===== src/rtl/ffn_bias_requant_unit_pkg.sv =====
// Shared fixed-point formats for the FFN datapath: Q6.10 activations and Q12.20 accumulators.
// Also holds the tile geometry and the types used by the bias/requant unit.
package ffn_bias_requant_unit_pkg;

    localparam int unsigned DATA_WIDTH    = 16;
    localparam int unsigned FRAC_BITS     = 10;
    localparam logic [DATA_WIDTH-1:0] Q_MAX = 16'h7FFF;
    localparam logic [DATA_WIDTH-1:0] Q_MIN = 16'h8000;

    localparam int unsigned ACC_WIDTH     = 32;
    localparam int unsigned ACC_FRAC_BITS = 20;
    localparam int unsigned SUM_WIDTH     = ACC_WIDTH + 1;

    localparam int unsigned COLS     = 64;
    localparam int unsigned ROWS     = 64;
    localparam int unsigned COL_BITS = 6;
    localparam int unsigned ROW_BITS = 6;

    typedef enum logic [1:0] {
        ST_IDLE = 2'd0,
        ST_RUN  = 2'd1,
        ST_DONE = 2'd2
    } state_t;

    // Stage-1 payload: biased wide sum plus the end-of-row flag riding with it
    typedef struct packed {
        logic                 last;
        logic [SUM_WIDTH-1:0] sum;
    } stage1_t;

endpackage


===== src/rtl/ffn_bias_requant_unit_if.sv =====
// Accumulator-in / Q6.10-out streaming bus of the bias/requant unit.
interface ffn_bias_requant_unit_if;
    import ffn_bias_requant_unit_pkg::*;

    logic                  acc_valid;
    logic                  acc_ready;
    logic [ACC_WIDTH-1:0]  acc_in;
    logic                  out_valid;
    logic                  out_ready;
    logic [DATA_WIDTH-1:0] out_data;
    logic                  out_last;
    logic                  out_sat;

    modport master (
        output acc_valid, acc_in, out_ready,
        input  acc_ready, out_valid, out_data, out_last, out_sat
    );

    modport slave (
        input  acc_valid, acc_in, out_ready,
        output acc_ready, out_valid, out_data, out_last, out_sat
    );

endinterface


===== src/rtl/ffn_bias_requant_unit_q_round_sat.sv =====
// Combinational round-half-up right shift followed by signed saturation to OUT_WIDTH.
// Generic so that layernorm and attention requant can reuse it.
module q_round_sat
    import ffn_bias_requant_unit_pkg::*;
#(
    parameter int unsigned IN_WIDTH  = SUM_WIDTH,
    parameter int unsigned OUT_WIDTH = DATA_WIDTH,
    parameter int unsigned SHIFT     = ACC_FRAC_BITS - FRAC_BITS,
    parameter logic [OUT_WIDTH-1:0] SAT_MAX = Q_MAX,
    parameter logic [OUT_WIDTH-1:0] SAT_MIN = Q_MIN
) (
    input  logic [IN_WIDTH-1:0]  value,
    output logic [OUT_WIDTH-1:0] result,
    output logic                 sat
);

    // One guard bit so adding the half-LSB can never wrap
    localparam int unsigned EXT_W = IN_WIDTH + 1;
    localparam logic [EXT_W-1:0] HALF = EXT_W'(1) << (SHIFT - 1);

    logic [EXT_W-1:0] biased;
    logic [EXT_W-1:0] shifted;
    logic             pos_ovf;
    logic             neg_ovf;

    always_comb begin
        biased  = {value[IN_WIDTH-1], value} + HALF;
        shifted = EXT_W'($signed(biased) >>> SHIFT);
        pos_ovf = !shifted[EXT_W-1] && (|shifted[EXT_W-2:OUT_WIDTH-1]);
        neg_ovf = shifted[EXT_W-1] && !(&shifted[EXT_W-2:OUT_WIDTH-1]);
        sat     = pos_ovf || neg_ovf;
        if (pos_ovf) begin
            result = SAT_MAX;
        end else if (neg_ovf) begin
            result = SAT_MIN;
        end else begin
            result = shifted[OUT_WIDTH-1:0];
        end
    end

endmodule


===== src/rtl/ffn_bias_requant_unit.sv =====
// Adds a per-column Q6.10 bias to the Q12.20 accumulator stream of one tile and
// requantises to Q6.10 through a two-stage valid/ready pipeline framed by start/busy/done.
module ffn_bias_requant_unit
    import ffn_bias_requant_unit_pkg::*;
(
    input  logic                  clk,
    input  logic                  rst,
    input  logic                  start,
    input  logic                  bias_wr_en,
    input  logic [COL_BITS-1:0]   bias_wr_addr,
    input  logic [DATA_WIDTH-1:0] bias_wr_data,
    ffn_bias_requant_unit_if.slave stream,
    output logic                  busy,
    output logic                  done
);

    localparam int unsigned TILE_ELEMS = ROWS * COLS;
    localparam int unsigned CNT_W      = $clog2(TILE_ELEMS + 1);
    localparam int unsigned SHIFT      = ACC_FRAC_BITS - FRAC_BITS;

    state_t                state;
    logic [DATA_WIDTH-1:0] bias_mem [COLS];
    logic [CNT_W-1:0]      in_count;
    logic [CNT_W-1:0]      out_count;
    logic [COL_BITS-1:0]   in_col;

    stage1_t               s1;
    logic                  s1_valid;
    logic                  out_valid_q;
    logic [DATA_WIDTH-1:0] out_data_q;
    logic                  out_last_q;
    logic                  out_sat_q;

    logic                  en;
    logic                  acc_ready_c;
    logic                  take;
    logic                  fire;
    logic                  final_out;
    logic                  col_last;
    logic [DATA_WIDTH-1:0] bias_sel;
    logic [SUM_WIDTH-1:0]  acc_ext;
    logic [SUM_WIDTH-1:0]  bias_ext;
    logic [SUM_WIDTH-1:0]  sum;
    logic [DATA_WIDTH-1:0] rs_data;
    logic                  rs_sat;

    // Handshake, bias lookup and stage-1 sum
    always_comb begin
        en          = !out_valid_q || stream.out_ready;
        acc_ready_c = (state == ST_RUN) && en && (in_count < CNT_W'(TILE_ELEMS));
        take        = stream.acc_valid && acc_ready_c;
        fire        = out_valid_q && stream.out_ready;
        final_out   = fire && (out_count == CNT_W'(TILE_ELEMS - 1));
        col_last    = (in_col == COL_BITS'(COLS - 1));
        bias_sel    = bias_mem[in_col];
        acc_ext     = {stream.acc_in[ACC_WIDTH-1], stream.acc_in};
        bias_ext    = {{(SUM_WIDTH - DATA_WIDTH){bias_sel[DATA_WIDTH-1]}}, bias_sel} << SHIFT;
        sum         = acc_ext + bias_ext;
    end

    // Bias table is deliberately not reset; writes land only while idle
    always_ff @(posedge clk) begin
        if (bias_wr_en && (state == ST_IDLE)) begin
            bias_mem[bias_wr_addr] <= bias_wr_data;
        end
    end

    q_round_sat #(
        .IN_WIDTH  (SUM_WIDTH),
        .OUT_WIDTH (DATA_WIDTH),
        .SHIFT     (SHIFT),
        .SAT_MAX   (Q_MAX),
        .SAT_MIN   (Q_MIN)
    ) u_round_sat (
        .value  (s1.sum),
        .result (rs_data),
        .sat    (rs_sat)
    );

    always_ff @(posedge clk) begin
        if (rst) begin
            state       <= ST_IDLE;
            busy        <= 1'b0;
            done        <= 1'b0;
            in_count    <= '0;
            out_count   <= '0;
            in_col      <= '0;
            s1          <= '0;
            s1_valid    <= 1'b0;
            out_valid_q <= 1'b0;
            out_data_q  <= '0;
            out_last_q  <= 1'b0;
            out_sat_q   <= 1'b0;
        end else begin
            done <= 1'b0;

            if (take) begin
                in_count <= in_count + CNT_W'(1);
                in_col   <= col_last ? '0 : in_col + COL_BITS'(1);
            end
            if (fire) begin
                out_count <= out_count + CNT_W'(1);
            end

            case (state)
                ST_IDLE: begin
                    if (start) begin
                        state     <= ST_RUN;
                        busy      <= 1'b1;
                        in_count  <= '0;
                        out_count <= '0;
                        in_col    <= '0;
                    end
                end
                ST_RUN: begin
                    if (final_out) begin
                        state <= ST_DONE;
                        done  <= 1'b1;
                    end
                end
                ST_DONE: begin
                    state <= ST_IDLE;
                    busy  <= 1'b0;
                end
                default: begin
                    state <= ST_IDLE;
                    busy  <= 1'b0;
                end
            endcase

            // Both stages advance together; a stall freezes every stage register
            if (en) begin
                s1_valid    <= take;
                s1.sum      <= sum;
                s1.last     <= col_last;
                out_valid_q <= s1_valid;
                out_data_q  <= rs_data;
                out_sat_q   <= rs_sat;
                out_last_q  <= s1.last;
            end
        end
    end

    assign stream.acc_ready = acc_ready_c;
    assign stream.out_valid = out_valid_q;
    assign stream.out_data  = out_data_q;
    assign stream.out_last  = out_last_q;
    assign stream.out_sat   = out_sat_q;

endmodule


===== src/flat_wrapper.sv =====
// flat-port wrapper written by rule: the top's interface ports become plain ports
module ffn_bias_requant_unit_flat import ffn_bias_requant_unit_pkg::*;
  (clk, rst, start, bias_wr_en, bias_wr_addr, bias_wr_data, busy, done, stream_acc_valid, stream_acc_in, stream_out_ready, stream_acc_ready, stream_out_valid, stream_out_data, stream_out_last, stream_out_sat);
  ffn_bias_requant_unit_if stream_i ();
  input  logic clk;
  input  logic rst;
  input  logic start;
  input  logic bias_wr_en;
  input  logic [COL_BITS-1:0] bias_wr_addr;
  input  logic [DATA_WIDTH-1:0] bias_wr_data;
  output logic busy;
  output logic done;
  input wire logic [$bits(stream_i.acc_valid)-1:0] stream_acc_valid;
  input wire logic [$bits(stream_i.acc_in)-1:0] stream_acc_in;
  input wire logic [$bits(stream_i.out_ready)-1:0] stream_out_ready;
  output wire logic [$bits(stream_i.acc_ready)-1:0] stream_acc_ready;
  output wire logic [$bits(stream_i.out_valid)-1:0] stream_out_valid;
  output wire logic [$bits(stream_i.out_data)-1:0] stream_out_data;
  output wire logic [$bits(stream_i.out_last)-1:0] stream_out_last;
  output wire logic [$bits(stream_i.out_sat)-1:0] stream_out_sat;
  assign stream_i.acc_valid = stream_acc_valid;
  assign stream_i.acc_in = stream_acc_in;
  assign stream_i.out_ready = stream_out_ready;
  assign stream_acc_ready = stream_i.acc_ready;
  assign stream_out_valid = stream_i.out_valid;
  assign stream_out_data = stream_i.out_data;
  assign stream_out_last = stream_i.out_last;
  assign stream_out_sat = stream_i.out_sat;
  ffn_bias_requant_unit u_core (.clk(clk), .rst(rst), .start(start), .bias_wr_en(bias_wr_en), .bias_wr_addr(bias_wr_addr), .bias_wr_data(bias_wr_data), .stream(stream_i), .busy(busy), .done(done));
endmodule

===== config.mk =====
export PLATFORM = sky130hd
export DESIGN_NAME = ffn_bias_requant_unit_flat
export DESIGN_NICKNAME = d
export VERILOG_FILES = /design/src/rtl/ffn_bias_requant_unit_pkg.sv /design/src/rtl/ffn_bias_requant_unit_if.sv /design/src/rtl/ffn_bias_requant_unit_q_round_sat.sv /design/src/rtl/ffn_bias_requant_unit.sv /design/src/flat_wrapper.sv
export SDC_FILE = /design/constraint.sdc
export NUM_CORES = 1
export LEC_CHECK = 0
export CORE_MARGIN = 5
export CORE_UTILIZATION = 60
export CTS_BUF_LIST = sky130_fd_sc_hd__clkbuf_16
export DETAILED_ROUTE_END_ITERATION = 6
export PLACE_DENSITY_LB_ADDON = 0.3
export SKIP_CTS_REPAIR_TIMING = 1
export SYNTH_ARGS = -nofsm -noshare
export SYNTH_HDL_FRONTEND = slang
export SYNTH_SLANG_ARGS = --single-unit

===== constraint.sdc =====
create_clock -name clk -period 5.7 [get_ports clk]
set_input_delay 1.71 -clock clk [delete_from_list [all_inputs] [get_ports clk]]
set_output_delay 1.71 -clock clk [all_outputs]
set_load 0.02 [all_outputs]

==> run_results.csv <==
group,metric,value,unit
global_routing,grt.total_usage,25.75,%
worst_setup_path,arrival,5.57,ns
synthesis,yosys-top-cells-area,"edfxtp_1 (70%), mux4_2 (17%), dfxtp_1 (3.7%)",
layout,nNetsFinal,2378,
outcome,status,"completed",
floorplanning,ios,82,
power,pwr-share-comb,4.1,%
detailed_routing,via_per_inst,6.488,
timing,max_slew_margin,13.76,%
place,finalWeightedCongestion,0.8378,
power,p_seq_share,53.9,%
worst_hold_path,hold_depth,2,
floorplanning,die_w,280.3,microns
global_routing,grt_pass1_vias,22270,
power,swShare,20.61,%
synthesis,ys_types,64,
synthesis,syn_inst,2112,
worst_setup_path,cp_num_cells,12,
clock_tree,cts.sinks,1105,
layout,utilization,68.22,%
synthesis,syn-num-nets,2199,
worst_setup_path,crit_path_end_kind,"flip-flop",
worst_setup_path,max_stage_delay,0.61,ns
synthesis,synthMostInstantiatedCell,"edfxtp_1",
global_routing,grt_max_degree,89,
power,clockPowerShare,42.0,%
timing,tns,0,ns
power,p_int,13.20,mW
detailed_routing,drt-total-wl,99520,microns
global_routing,grt_pass1_wl,146900,microns
clock_tree,max-clock-path-buffers,3,
worst_setup_path,worst_r2r_path_depth,12,
floorplanning,start_util,60.29,%
timing,fin_skew,0.02717,ns
power,power_switching,3.427,mW
timing,period_share,87.71,%
floorplanning,die_area,78570,sq um
worst_setup_path,worstSetupPathType,"flip-flop to flip-flop",
detailed_routing,first_iter_violations,2512,
detailed_routing,wl_per_cell,29.73,microns
clock_tree,insertion_delay,0.67,ns
place,dp_hpwl,56560,microns
floorplanning,core_area,72710,sq um
synthesis,async_flop_share,0,%
synthesis,yosys.area.top_type,"edfxtp_1",
worst_setup_path,worst_path_dominant_cell_family,"multiplexers",
detailed_routing,ant_nets,0,
worst_setup_path,cpMaxStageDelayCell,"mux4_2",
detailed_routing,first_pass_iters,5,
place,postPlaceCellArea,46070,sq um
synthesis,synth_edf_count,1024,
clock_tree,ctsHtreeMaxLevel,3,
place,place_inst,3139,
synthesis,ys_seq_elements,1105,
worst_setup_path,cp.required,6.27,ns
synthesis,synth_top_area_share,70.15,%
clock_tree,clkTransAtPathRegs,0.06,ns
worst_setup_path,worst_setup_path_start_kind,"flip-flop",
power,power_density,335.2,nW/um^2
synthesis,synth_area_per_cell,20.76,sq um
timing,setup_viol,0,
place,numPortBuffers,72,
worst_setup_path,cp_max_fo,54,
layout,fin_cells,3348,
floorplanning,dieHeight,280.3,microns
detailed_routing,num_vias,21720,
layout,drive_gt1_share,27.10,%
synthesis,ys_seq_area_share,73.85,%
power,irDropWorstVdd,0.2767,mV
clock_tree,root_buffer,"clkbuf_16",
timing,maxSlewViolCount,0,
floorplanning,rows,99,
timing,period_minus_slack,4.999,ns
layout,area_growth,13.16,%
timing,hold_viol,0,
timing,max_freq,200.0,MHz
global_routing,overflow,0,
layout,final_cell_area,49610,sq um
synthesis,synth_commonest_cells,"edfxtp_1 (1024), mux4_2 (336), nor2_1 (142)",
timing,hold-worst-slack,0.4508,ns
flow_run,maxCapViolCount,0,
worst_setup_path,rrSetupSlack,0.70,ns
clock_tree,cts_tree,"done",
worst_setup_path,path_cells,"buf_12 -> mux4_2 -> mux4_2 -> mux4_2 -> ha_1 -> a211oi_1 -> o21ai_0 -> nand4_1 -> a21oi_1 -> a211oi_1 -> xnor2_1 -> a21o_1",
synthesis,yosys_warnings,0,
worst_setup_path,path_buf_inv,1,
timing,rsz0062_at_grt,"no",
detailed_routing,drcViolationCount,0,
synthesis,synth-main-ff-cell,"edfxtp_1",
worst_setup_path,crit_top_cell,"mux4_2",
timing,worstMarginPinSlew,1.294,ns
clock_tree,numCtsBuffers,109,
global_routing,antenna_found_initial,15,
power,p_leak,15.46,nW
synthesis,synth_area,43840,sq um
worst_hold_path,hold_class,"flip-flop to flip-flop",
-- logic make-up after synthesis --
group | share of synthesized area (%)
adders and majority gates | 0.7878
AOI/OAI and AO/OA | 2.021
xor gates and xnor gates | 0.9590
muxes | 17.29
buffers and inverters | 1.290
DFF | 73.85
and+or+nand+nor | 3.811
-- routing by layer --
layer | global-route usage (%) | share of wire [%] | up-vias
met3 | 6.266 | 9.8 | 180
met1 | 35.72 | 38 | 11290
met4 | 7.495 | 3.0 | 12
met2 | 41.79 | 49 | 1116
li1 | - | - | 9123
met5 | 0.9158 | 0.15 | -
-- layout by cell type (no fill, tap or decap), types with 26 or more instances in the layout --
| cell | count |
|---|---|
| a21oi_1 | 39 |
| clkbuf_16 | 110 |
| edfxtp_1 | 1024 |
| xor2_1 | 26 |
| nor2_1 | 142 |
| clkdlybuf4s50_1 | 55 |
| inv_1 | 33 |
| buf_4 | 98 |
| ha_1 | 26 |
| dfxtp_1 | 77 |
| nand2_1 | 74 |
| mux4_2 | 336 |
| nand3_1 | 30 |
| clkinv_1 | 26 |
-- flip-flops by register name, summed over array words and instances (netlist names) --
| name | flops |
|---|---|
| u_core.stream.out_last | 1 |
| u_core.s1_valid | 1 |
| u_core.done | 1 |
| u_core.stream.out_valid | 1 |
| u_core.s1 | 25 |
| u_core.out_count | 13 |
| u_core.in_col | 6 |
| u_core.stream.out_sat | 1 |
| u_core.bias_mem | 1024 |
| u_core.busy | 1 |
| u_core.state | 2 |
| u_core.stream.out_data | 16 |
| u_core.in_count | 13 |
-- worst paths after layout --
path | start | end
setup / recovery | u_core.in_col[0]$_SDFF_PP0_ | u_core.s1[29]$_SDFFE_PP0N_
hold / removal | u_core.stream.out_last$_SDFFE_PP0N_ | u_core.stream.out_last$_SDFFE_PP0N_
setup reg to reg | u_core.in_col[0]$_SDFF_PP0_ | u_core.s1[29]$_SDFFE_PP0N_
hold reg to reg | u_core.stream.out_last$_SDFFE_PP0N_ | u_core.stream.out_last$_SDFFE_PP0N_
-- worst reg2reg max path, stage by stage, from the launching register on --
cell	delay [ns]
dfxtp_4	0.53
buf_12	0.40
mux4_2	0.71
mux4_2	0.61
mux4_2	0.57
ha_1	0.32
a211oi_1	0.41
o21ai_0	0.24
nand4_1	0.25
a21oi_1	0.10
a211oi_1	0.45
xnor2_1	0.13
a21o_1	0.19
-- area by class of cell --
type                    count  area, sq um
flip-flops and latches   1105        32390
fillers                  4359        23100
multi-input cells         886        10910
clock buffers             110         2753
repair buffers            178         1531
well taps                 959         1200
clock inverters            94        769.5
inverters                  11        41.29
diodes                      5        12.51
-- through the flow --
stage                     power [mW]  worst slack [ns]
after global placement         9.779            0.7472
after global routing           17.17            0.4886
after floorplan                9.513             1.416
after CTS                      16.74            0.7057
final                          16.63            0.7006
after detailed placement       9.811            0.7212
-- power by group through the flow --
stage,Sequential (mW),Combinational (mW),Clock [mW]
6_report,8.96,0.686,6.98
5_1_grt,8.96,0.740,7.47
4_1_cts,8.96,0.689,7.10
3_5_place_dp,9.13,0.683,0
3_3_place_gp,9.12,0.657,0
2_1_floorplan,9.13,0.379,0
(Power assumes the default switching activity.)
